### src/rtl/k423_wb_stage.sv
// k423_wb_stage: write-back pipeline register, load alignment, register-file write, retire and instret count
module k423_wb_stage (
  input  logic        clk_i,
  input  logic        rst_n_i,
  input  logic        ex_stage_vld_i,
  output logic        wb_stage_rdy_o,
  input  logic [31:0] ex_pc_i,
  input  logic        ex_rd_vld_i,
  input  logic [4:0]  ex_rd_idx_i,
  input  logic [31:0] ex_rd_i,
  input  logic        ex_rd_load_i,
  input  logic        ex_rd_load_unsigned_i,
  input  logic [1:0]  ex_rd_load_size_i,
  input  logic [1:0]  ex_mem_addr_i,
  input  logic        mem_rsp_vld_i,
  input  logic [31:0] mem_rsp_rdata_i,
  output logic        wb_rf_wen_o,
  output logic [4:0]  wb_rf_widx_o,
  output logic [31:0] wb_rf_wdata_o,
  output logic        wb_load_pend_o,
  output logic [31:0] wb_pc_o,
  output logic        wb_retire_o,
  output logic [63:0] wb_instret_o
);
  logic        v, rd_vld, load, uns;
  logic [31:0] pc, rd;
  logic [4:0]  rd_idx;
  logic [1:0]  size, off;
  logic        commit, cap;
  logic [31:0] sh, ld;
  assign commit         = v & (~load | mem_rsp_vld_i);
  assign wb_stage_rdy_o = ~v | commit;
  assign cap            = ex_stage_vld_i & wb_stage_rdy_o;
  always_ff @(posedge clk_i or negedge rst_n_i)
    if (!rst_n_i) begin
      v            <= 1'b0;
      pc           <= '0;
      rd_vld       <= 1'b0;
      rd_idx       <= '0;
      rd           <= '0;
      load         <= 1'b0;
      uns          <= 1'b0;
      size         <= '0;
      off          <= '0;
      wb_instret_o <= '0;
    end else begin
      if (cap) begin
        v      <= 1'b1;
        pc     <= ex_pc_i;
        rd_vld <= ex_rd_vld_i;
        rd_idx <= ex_rd_idx_i;
        rd     <= ex_rd_i;
        load   <= ex_rd_load_i;
        uns    <= ex_rd_load_unsigned_i;
        size   <= ex_rd_load_size_i;
        off    <= ex_mem_addr_i;
      end else if (commit) begin
        v <= 1'b0;
      end
      if (commit) wb_instret_o <= wb_instret_o + 64'd1;
    end
  // word and reserved sizes take the response as-is, ignoring the offset
  always_comb begin
    sh = mem_rsp_rdata_i >> {off, 3'b000};
    ld = size == 2'd0 ? {{24{~uns & sh[7]}}, sh[7:0]} :
         size == 2'd1 ? {{16{~uns & sh[15]}}, sh[15:0]} : mem_rsp_rdata_i;
  end
  assign wb_rf_wen_o    = commit & rd_vld & (rd_idx != 5'd0);
  assign wb_rf_widx_o   = rd_idx;
  assign wb_rf_wdata_o  = load ? ld : rd;
  assign wb_load_pend_o = v & load & ~mem_rsp_vld_i;
  assign wb_pc_o        = pc;
  assign wb_retire_o    = commit;
endmodule

### config.mk
export PLATFORM = sky130hd
export DESIGN_NAME = k423_wb_stage
export DESIGN_NICKNAME = d
export VERILOG_FILES = /design/src/rtl/k423_wb_stage.sv
export SDC_FILE = /design/constraint.sdc
export NUM_CORES = 1
export LEC_CHECK = 0
export ABC_CLOCK_PERIOD_IN_PS = 4880
export CAP_MARGIN = 20
export CORE_MARGIN = 2
export CORE_UTILIZATION = 50
export CTS_BUF_LIST = sky130_fd_sc_hd__clkbuf_8
export DETAILED_ROUTE_END_ITERATION = 16
export MAX_ROUTING_LAYER = met4
export PLACE_DENSITY = 0.88
export SYNTH_ARGS = -nofsm -noshare
export SYNTH_HDL_FRONTEND = slang
export SYNTH_SLANG_ARGS = --single-unit
### constraint.sdc
create_clock -name clk_i -period 4.88 [get_ports clk_i]
set_input_delay 0.488 -clock clk_i [delete_from_list [all_inputs] [get_ports clk_i]]
set_output_delay 0.488 -clock clk_i [all_outputs]
set_load 0.05 [all_outputs]
==> results.md, run 1 <==
* Seq pwr share at 39.7%
* DP Area at 9420 µm²
* Layout area overhead at 43.3%
* Initial antenna violation count at 0
* Register area share after synthesis at 51.8%
* Worst Hold Class: in2async
* Worst-path fanout max at 23
* DIE HEIGHT at 121 µm
* Final hold violations at 0
* Synth cell types at 45
* Via density per instance at 5.54
* Port buffer count at 248
* Final worst clock skew at 0.0120 ns
* Slew margin rel. at 33.4%
* Final instance area at 9770 µm²
* Gate power share at 36.4%
* Power Dens Cells at 361 nW/µm²
* Max Slew Vio Count at 0
* Initial DRC count at 450
* Register-to-register setup slack at 2.19 ns
* P_sw at 1.34 mW
* Number of synthesized flops with an enable pin at 0
* Commonest non-fill, non-tap cell in the layout: clkdlybuf4s50_1
* Pre-Repair DR Iteration Count at 5
* Global-route wire length before repair at 32000 µm
* Crit path kind: reg2out
* Global-route usage over all layers at 29.7%
* Switch share at 38.1%
* Post-synthesis cell area at 6820 µm²
* Cell Rows at 42
* CP Data Required Time at 4.39 ns
* WP data arrival at 3.41 ns
* GP Congestion at 0.956
* Worst-margin pin slew at 0.999 ns
* CP startpoint kind: flop
* Post-cts resize count at 0
* Fill cell count at 915
* Final core occ at 73.5%
* Synthesized instance count at 619
* GRT Residual Overflow at 0
* Async set-reset flop share out of synthesis at 100%
* H-tree depth at 4
* Final WL at 21000 µm
* RSZ-0062 raised after global routing: no
* Footprint of the multi-input gates at 3090 µm²
* Setup TNS at 0 ns
* Most frequent cells in the layout: clkdlybuf4s50_1, dfrtp_1, mux2_2, nor2_1
* Clk root buf: clkbuf_8
* Routed Antenna Nets at 0
* Vias in the first global route at 5896
* I/O pin cnt at 249
* Maxcap violations at 0
* Sequential Area at 3530 µm²
* DRC viols at 0
* Status: finished, final reports clean
* Routed via count at 5806
* Critical Path End Type: output pin
* Area of the die at 14600 µm²
* Highest achievable clock rate at 257 MHz
* Post-DP HPWL at 15800 µm
* # hold bufs at CTS at 0
* Post-Syn Area per Cell at 11.0 µm²
* # setup viols final at 0
* Initial Util at 51.3%
* Fin crit period at 3.89 ns
* RR Startpoint: load$_DFFE_PN0P_
* Final Cycle Share at 79.8%
* Core region area at 13300 µm²
* Worst hold slack at 0.0980 ns
* Worst reg2reg path depth at 4
* Layout cells sized above 1 at 14.4%
* Nets at 973
* Ys Warns at 0
* TritonCTS clock tree: built
* Skew-Pair Late Insertion Delay at 0.45 ns
* Seq cells post-synth at 141
* Pint at 2.18 mW
* Primary FF master, synth: dfrtp_1
* CTS Buf Count at 17
* Power share of the clock group at 23.9%
* Clock-pin slew on the worst setup and hold paths at 0.08 ns
* Setup Fix Bufs, Post-CTS at 0
* Wire per inst at 20.1 µm
* Pleak at 4.11 nW
* Worst vdd rail ir drop at 0.277 mV
* Number of antenna diodes at 0
* Pin count of the biggest net entering global routing at 91
* Clock Sinks at 141
* Syn_nets at 732
* Width of the die at 121 µm
* Reg-to-Reg End: wb_pc_o[31]$_DFFE_PN0P_
* Clock buffer depth at 2
## worst max path at each step
| stage | startpoint | to | slack (ns) | depth (start not counted) |
|---|---|---|---|---|
| floorplan | off[1]$_DFFE_PN0P_ | wb_rf_wdata_o[20] | 2.18 | 7 |
| global placement | mem_rsp_rdata_i[15] | wb_rf_wdata_o[24] | 1.40 | 7 |
| detailed placement | mem_rsp_rdata_i[31] | wb_rf_wdata_o[24] | 1.36 | 7 |
| CTS | size[1]$_DFFE_PN0P_ | wb_rf_wdata_o[13] | 1.06 | 6 |
| global route | size[1]$_DFFE_PN0P_ | wb_rf_wdata_o[13] | 0.91 | 6 |
| finish | size[1]$_DFFE_PN0P_ | wb_rf_wdata_o[13] | 0.99 | 6 |
## power by group through the flow
stage	Clock [mW]	Sequential (mW)	Combinational, mW
2_1_floorplan	0	1.62	0.574
3_3_place_gp	0	1.41	1.26
3_5_place_dp	0	1.42	1.28
4_1_cts	0.862	1.40	1.29
5_1_grt	0.906	1.42	1.34
6_report	0.843	1.40	1.28
## critical path, stage by stage, from the launching register on
cell             delay, ns
dfrtp_1               0.62
buf_4                 0.34
nor2_1                0.63
nor2_1                0.10
o21ai_0               0.27
o21a_1                0.17
clkdlybuf4s50_1       0.84
## sequential cells by signal, indices dropped and copies added, names as in the netlist
name	cells
wb_instret_o	64
rd_vld	1
rd	32
wb_pc_o	32
load	1
uns	1
size	2
wb_rf_widx_o	5
off	2
v	1
## layer usage
metal | track usage [%] | share of wire (%) | vias up
met1 | 36.4 | 40 | 2832
met4 | 11.0 | 3.2 | 0
met3 | 7.50 | 7.3 | 49
li1 | - | - | 2652
met5 | - | 0 | -
met2 | 47.9 | 49 | 273
## area by class of cell
type / instances / area share (%)
Clock inverter: 12 / 0.858
Inverter: 17 / 0.653
Tap cell: 176 / 2.25
Clock buffer: 19 / 2.68
Multi-Input combinational cell: 430 / 31.6
Sequential cell: 141 / 36.1
Timing Repair Buffer: 253 / 25.8
## stage by stage
step                      total power, mW  cells  setup WS, ns
after global routing                 3.66   1048         0.907
after CTS                            3.54   1048          1.06
after detailed placement             2.70   1017          1.36
after global placement               2.67   1017          1.40
after floorplan                      2.20    619          2.18
final                                3.53   1048         0.985
## cells in the mapped netlist, types with 3 or more instances
| cell | count | area, µm² |
|---|---|---|
| dfrtp_1 | 141 | 3530 |
| mux2_2 | 80 | 901 |
| nor2_1 | 50 | 188 |
| nand2_1 | 42 | 158 |
| xnor2_1 | 41 | 359 |
| a21oi_1 | 40 | 200 |
| nand3_1 | 29 | 145 |
| xor2_1 | 22 | 193 |
| nand4_1 | 20 | 125 |
| inv_1 | 17 | 63.8 |
| o21ai_0 | 17 | 85.1 |
| clkbuf_1 | 14 | 52.6 |
| buf_2 | 13 | 65.1 |
| and3_1 | 10 | 62.6 |
| nor2b_1 | 9 | 56.3 |
| nor3_2 | 7 | 70.1 |
| o221ai_1 | 7 | 61.3 |
| and4_1 | 6 | 52.6 |
| nor3_1 | 6 | 30.0 |
| o21a_1 | 5 | 37.5 |
| nor4_1 | 4 | 25.0 |
| o21bai_1 | 4 | 30.0 |
| o22ai_1 | 4 | 25.0 |
| a22oi_1 | 3 | 22.5 |
| and2_1 | 3 | 18.8 |
| nand2b_1 | 3 | 18.8 |
## kinds of logic after synthesis
group / count (synthesis) / share of synthesized area [%]
and+or+nand+nor: 200 / 16.0
adders and majority gates: 1 / 0.184
DFF: 141 / 51.8
buffers and inverters: 48 / 3.05
AOI/OAI and AO/OA: 84 / 7.36
muxes: 82 / 13.5
xor gates and xnor gates: 63 / 8.10
No activity file was read; power rests on OpenSTA's default activity.
==> run 2, diff against run 1 <==
==> config.mk (replaced) <==
export PLATFORM = sky130hd
export DESIGN_NAME = k423_wb_stage
export DESIGN_NICKNAME = d
export VERILOG_FILES = /design/src/rtl/k423_wb_stage.sv
export SDC_FILE = /design/constraint.sdc
export NUM_CORES = 1
export LEC_CHECK = 0
export ABC_CLOCK_PERIOD_IN_PS = 3750
export CAP_MARGIN = 20
export CORE_MARGIN = 2
export CORE_UTILIZATION = 46
export CTS_BUF_LIST = sky130_fd_sc_hd__clkbuf_8
export DETAILED_ROUTE_END_ITERATION = 16
export MAX_ROUTING_LAYER = met4
export PLACE_DENSITY = 0.82
export SYNTH_ARGS = -nofsm -noshare
export SYNTH_HDL_FRONTEND = slang
export SYNTH_SLANG_ARGS = --single-unit
==> constraint.sdc (replaced) <==
create_clock -name clk_i -period 3.75 [get_ports clk_i]
set_input_delay 0.375 -clock clk_i [delete_from_list [all_inputs] [get_ports clk_i]]
set_output_delay 0.375 -clock clk_i [all_outputs]
set_load 0.05 [all_outputs]
==> run 2 against run 1 <==
Compared with the run above: core utilization down 5.4 points; combinational power grew 30%; final cell count grew 1.2%; global-route usage is 2.8 points lower; critical path depth is the same; clock skew is 0.0071 ns higher; sequential power up 29%; count of clock-buffer cells in the layout is 2 higher; die area rose by 8.4%; largest cell class unchanged; highest routed layer unchanged.
==> results.md, run 2 (synthesis gave the netlist of run 1 again) <==
* Final WL at 20600 µm (-2.1%)
* DRC viols at 0 (unchanged)
* Post-DP HPWL at 15300 µm (-2.8%)
* Initial Util at 47.1% (-4.2 points)
* Highest achievable clock rate at 289 MHz
* Area of the die at 15800 µm² (+8.4%)
* Setup TNS at 0 ns (unchanged)
* Worst vdd rail ir drop at 0.247 mV (-11%)
* DIE HEIGHT at 126 µm (+4.1%)
* DP Area at 9470 µm² (+0.48%)
* Final instance area at 9860 µm² (+0.94%)
* Final hold violations at 0 (unchanged)
* TritonCTS clock tree: built
* Skew-Pair Late Insertion Delay at 0.45 ns (about the same)
* Maxcap violations at 0 (unchanged)
* P_sw at 1.76 mW (+31%)
* Switch share at 37.7% (-0.34 points)
* Largest register FFs at 64 (unchanged)
* Cell Rows at 44 (+4.8%)
* Via density per instance at 5.40 (-2.5%)
* Crit path buf inv count at 2 (unchanged)
* CP Data Required Time at 3.38 ns (-1.01 ns)
* Nets at 977 (+0.41%)
* Fill cell count at 1119 (+22%)
* Clk root buf: clkbuf_8
* Global-route usage over all layers at 26.9% (-2.8 points)
* Setup Fix Bufs, Post-CTS at 0 (unchanged)
* Pleak at 4.14 nW (+0.58%)
* Clock-pin slew on the worst setup and hold paths at 0.07 ns (about the same)
* GP Congestion at 0.918 (-3.9%)
* Cell family with most CP delay: buffers and inverters
* Pre-Repair DR Iteration Count at 5 (unchanged)
* Width of the die at 126 µm (+4.1%)
* Clock Sinks at 141 (unchanged)
* Initial antenna violation count at 1 (+1)
* RSZ-0062 raised after global routing: no
* Fin crit period at 3.46 ns
* Vias in the first global route at 5860 (-0.61%)
* Worst-path fanout max at 16 (-30%)
* Power Dens Cells at 472 nW/µm² (+31%)
* Pint at 2.89 mW (+33%)
* Crit path kind: reg2out
* Core region area at 14500 µm² (+8.9%)
* Wire per inst at 19.4 µm (-3.3%)
* Seq pwr share at 39.0% (-0.7 points)
* Layout cells sized above 1 at 16.0% (+1.5 points)
* Routed Antenna Nets at 0 (unchanged)
* Commonest non-fill, non-tap cell in the layout: clkdlybuf4s50_1
* Worst Hold Class: reg2reg
* I/O pin cnt at 249 (unchanged)
* GRT Residual Overflow at 0 (unchanged)
* Port buffer count at 248 (unchanged)
* Layout area overhead at 44.6%
* Clock buffer depth at 2 (unchanged)
* CP startpoint kind: flop
* Routed via count at 5730 (-1.3%)
* Largest register by flop count: wb_instret_o
* Global-route wire length before repair at 32200 µm (+0.58%)
* Most frequent cells in the layout: clkdlybuf4s50_1, dfrtp_1, mux2_2, nor2_1
* Pin count of the biggest net entering global routing at 82 (-9.9%)
* Power share of the clock group at 25.0% (+1.1 points)
* Final Cycle Share at 92.2%
* Status: finished, final reports clean
* Crit-path max cell delay at 0.83 ns (about the same)
* Slowest CP cell: clkdlybuf4s50_1
* # setup viols final at 0 (unchanged)
* Max Slew Vio Count at 0 (unchanged)
* WP data arrival at 3.08 ns (-0.33 ns)
* Worst-margin pin slew at 0.780 ns (-0.219 ns)
* Gate power share at 36.0% (-0.4 points)
* Slew margin rel. at 48.0% (+15 points)
* Critical Path End Type: output pin
* Initial DRC count at 339 (-25%)
* Final worst clock skew at 0.0192 ns (+0.00712 ns)
* H-tree depth at 4 (unchanged)
* CP Cell Sequence: inv_1, mux2i_1, mux2_2, o21a_1, a21oi_1, clkdlybuf4s50_1
* CTS Buf Count at 17 (unchanged)
-- run 2: cell types whose count changed in the layout (fill, tap and decap cells not counted), sizes merged --
cell,previous run,this run
clkinv,3,4
inv,24,19
clkdlybuf4s50,247,242
diode,0,1
clkinvlp,1,3
clkbuf,19,21
dlygate4sd3,0,1
buf,6,14
-- run 2: path summary, 6_finish.rpt --
path	from	end	slack, ns	cells after the start
max	size[0]$_DFFE_PN0P_	wb_rf_wdata_o[17]	0.29	6
min	wb_instret_o[49]$_DFFE_PN0N_	wb_instret_o[49]$_DFFE_PN0N_	0.49	1
max reg2reg	load$_DFFE_PN0P_	wb_pc_o[25]$_DFFE_PN0P_	1.30	5
min reg2reg	wb_instret_o[49]$_DFFE_PN0N_	wb_instret_o[49]$_DFFE_PN0N_	0.49	1
max in group asynchronous	rst_n_i	wb_instret_o[44]$_DFFE_PN0N_	2.34	3
min in group asynchronous	rst_n_i	wb_pc_o[26]$_DFFE_PN0P_	0.54	2
-- run 2: repair_timing --
item | CTS | global route
resized for setup | 0 | 1
hold buffers | 1 | 0
setup endpoints to repair | 0 | 1
endpoints found under the hold margin | 47 | 0
-- run 2: area by class of cell --
type / instances / area, µm² / share of cell area [%]
sequential: 141 / 3530 / 35.8
multi-input combinational: 430 / 3090 / 31.3
timing repair buffer: 257 / 2570 / 26.0
clock buffer: 21 / 289 / 2.93
tap: 184 / 230 / 2.34
clock inverter: 10 / 88.8 / 0.901
inverter: 17 / 63.8 / 0.647
antenna: 1 / 2.50 / 0.0254
-- run 2: metrics by stage --
step	total power, mW	std cells	setup slack [ns]	util (%)	hold WS, ns
after floorplan	2.86	619	1.17	-	0.0794
after global placement	3.48	1028	0.572	65.4	0.460
after detailed placement	3.51	1028	0.473	65.4	0.473
after CTS	4.69	1060	0.190	68.1	0.495
after global routing	4.85	1061	0.128	68.1	0.516
final	4.65	1061	0.294	68.1	0.493
-- run 2: metal layers --
layer / vias up / global-route usage (%) / share of wire, %
li1: 2659 / - / -
met2: 246 / 43.2 / 49
met4: 0 / 8.37 / 2.0
met3: 32 / 7.01 / 7.9
met5: - / - / 0
met1: 2793 / 33.7 / 41
-- run 2: power groups by stage --
stage | combinational, mW | clock [mW] | sequential (mW)
finish | 1.67 | 1.16 | 1.81
global route | 1.75 | 1.26 | 1.83
CTS | 1.68 | 1.20 | 1.81
detailed placement | 1.68 | 0 | 1.84
global placement | 1.66 | 0 | 1.83
floorplan | 0.747 | 0 | 2.11
==> patch (settings of run 2) <==
Make the reset (`rst_n_i`) synchronous in one clocked block.
--- a/src/rtl/k423_wb_stage.sv
+++ b/src/rtl/k423_wb_stage.sv
@@ -31,7 +31,7 @@
   assign commit         = v & (~load | mem_rsp_vld_i);
   assign wb_stage_rdy_o = ~v | commit;
   assign cap            = ex_stage_vld_i & wb_stage_rdy_o;
-  always_ff @(posedge clk_i or negedge rst_n_i)
+  always_ff @(posedge clk_i)
     if (!rst_n_i) begin
       v            <= 1'b0;
       pc           <= '0;
Formal check against the unedited RTL: differs if rst_n_i is asserted again (counterexample within 4 cycles, from zero or initial values and one cycle with rst_n_i low); with rst_n_i held inactive, the same outputs for 10 cycles.
==> patch against run 2 <==
Worst setup slack better by 0.0021 ns; maximum frequency is essentially flat; critical path type unchanged; non-clock buffer count is 3 higher; final area decreased by 1.5%; global-route usage rose by 1.9 points; routed wire length grew 9.2%; area after synthesis is 1.0% lower; sequential cell count unchanged; register-to-register slack worse by 0.42 ns; die area decreased by 0.98%; utilization fell by 0.76 points; count of clock-buffer cells in the layout down 3.
Power is not compared: it rests on default switching activity, and its combinational part moved more than twofold at a synthesized area within 25%.
==> patch: results (changes against run 2) <==
Drt:
- The first-iteration detailed-routing DRC count is 533 (+57%).
- The total number of vias is 7414 (+29%).

Layout:
- The final-layout fill cell count came to 1231 (+10%).
- The share of layout cells above drive strength 1 came to 0.0678 (-0.0920).
- The count of plain and timing-repair buffers in the layout is 260 (+1.2%).
- Compared with the post-synthesis result, the final layout area differs by 43.9%.
- The area taken by multi-input logic gates is 3620 µm² (+17%).
- The clock distribution area overhead in the final layout is 0.0415 (+0.00316).
- The count of non-CTS inverters in the layout is 19 (+2).
- The layout multi-input combinational cell count is 684 (+59%).

STA:
- The setup skew after layout is 0.0155 ns (-0.00365 ns).
- The slew at the pin with the worst max-slew slack is 0.858 ns (+0.0785 ns).

Synth:
- The average cell area after synthesis came to 7.45 µm² (-32%).
- The post-synthesis adder-cell area fraction is 0.00185 (+0.0000187).
- The most used flip-flop cell after synthesis is sky130_fd_sc_hd__dfxtp_1.
- The fraction of the mapped netlist area in compound gates is 0.190 (+0.116).
- The synthesized netlist cell count came to 905 (+46%).
- The sequential fraction of the synthesis area is 0.418 (-0.0993).
- The proportion of synthesized area in mux cells came to 0.0211 (-0.114).

Placed design:
- The cell area after placement is 9300 µm² (-1.7%).
- The placed wire-length estimate is 16.1 mm (+4.9%).

Hold path:
- The worst hold endpoint is rd[14].
- In this run the most critical hold path is launched from rd[14].

Critical path:
- The endpoint identified for the worst register-to-register timing path is wb_instret_o[47].
- The reg-to-reg setup timing slack is 0.88 ns (-0.42 ns).
- The startpoint of the most critical setup path is size[1].
- The launching point of the worst reg2reg path is wb_instret_o[25].

Global routing:
- The total routing resource utilization after global routing was 0.288 (+0.0193).
- The maximum number of pins on one net before global-route repair came to 76 (-7.3%).
- The global-route wire length before repair is 35.8 mm (+11%).

Run status:
- The flow ran to the end, and the final reports show no timing, DRC or antenna violations.
[patch: power by group through the flow]
| stage | Combinational (mW) | Clock (mW) | Sequential, mW |
|---|---|---|---|
| 5_1_grt | 0.772 | 1.35 | 1.59 |
| 6_report | 0.729 | 1.26 | 1.58 |
| 3_3_place_gp | 0.723 | 0 | 1.61 |
| 3_5_place_dp | 0.725 | 0 | 1.61 |
| 2_1_floorplan | 0.341 | 0 | 1.69 |
| 4_1_cts | 0.728 | 1.29 | 1.58 |
[patch: worst reg2reg max path: stages, from the launching register on]
cell and delay, ns:
sky130_fd_sc_hd__dfxtp_1 0.47, sky130_fd_sc_hd__nand4_4 0.22, sky130_fd_sc_hd__nor4_1 0.59, sky130_fd_sc_hd__nand4_1 0.67
sky130_fd_sc_hd__or4_1 0.71, sky130_fd_sc_hd__a21oi_1 0.14
[patch: layer usage]
metal,track usage,up-vias,share of wire
li1,-,3613,-
met1,0.364,3436,0.42
met2,0.448,308,0.48
met3,0.0612,57,0.068
met4,0.125,0,0.034
met5,-,-,0
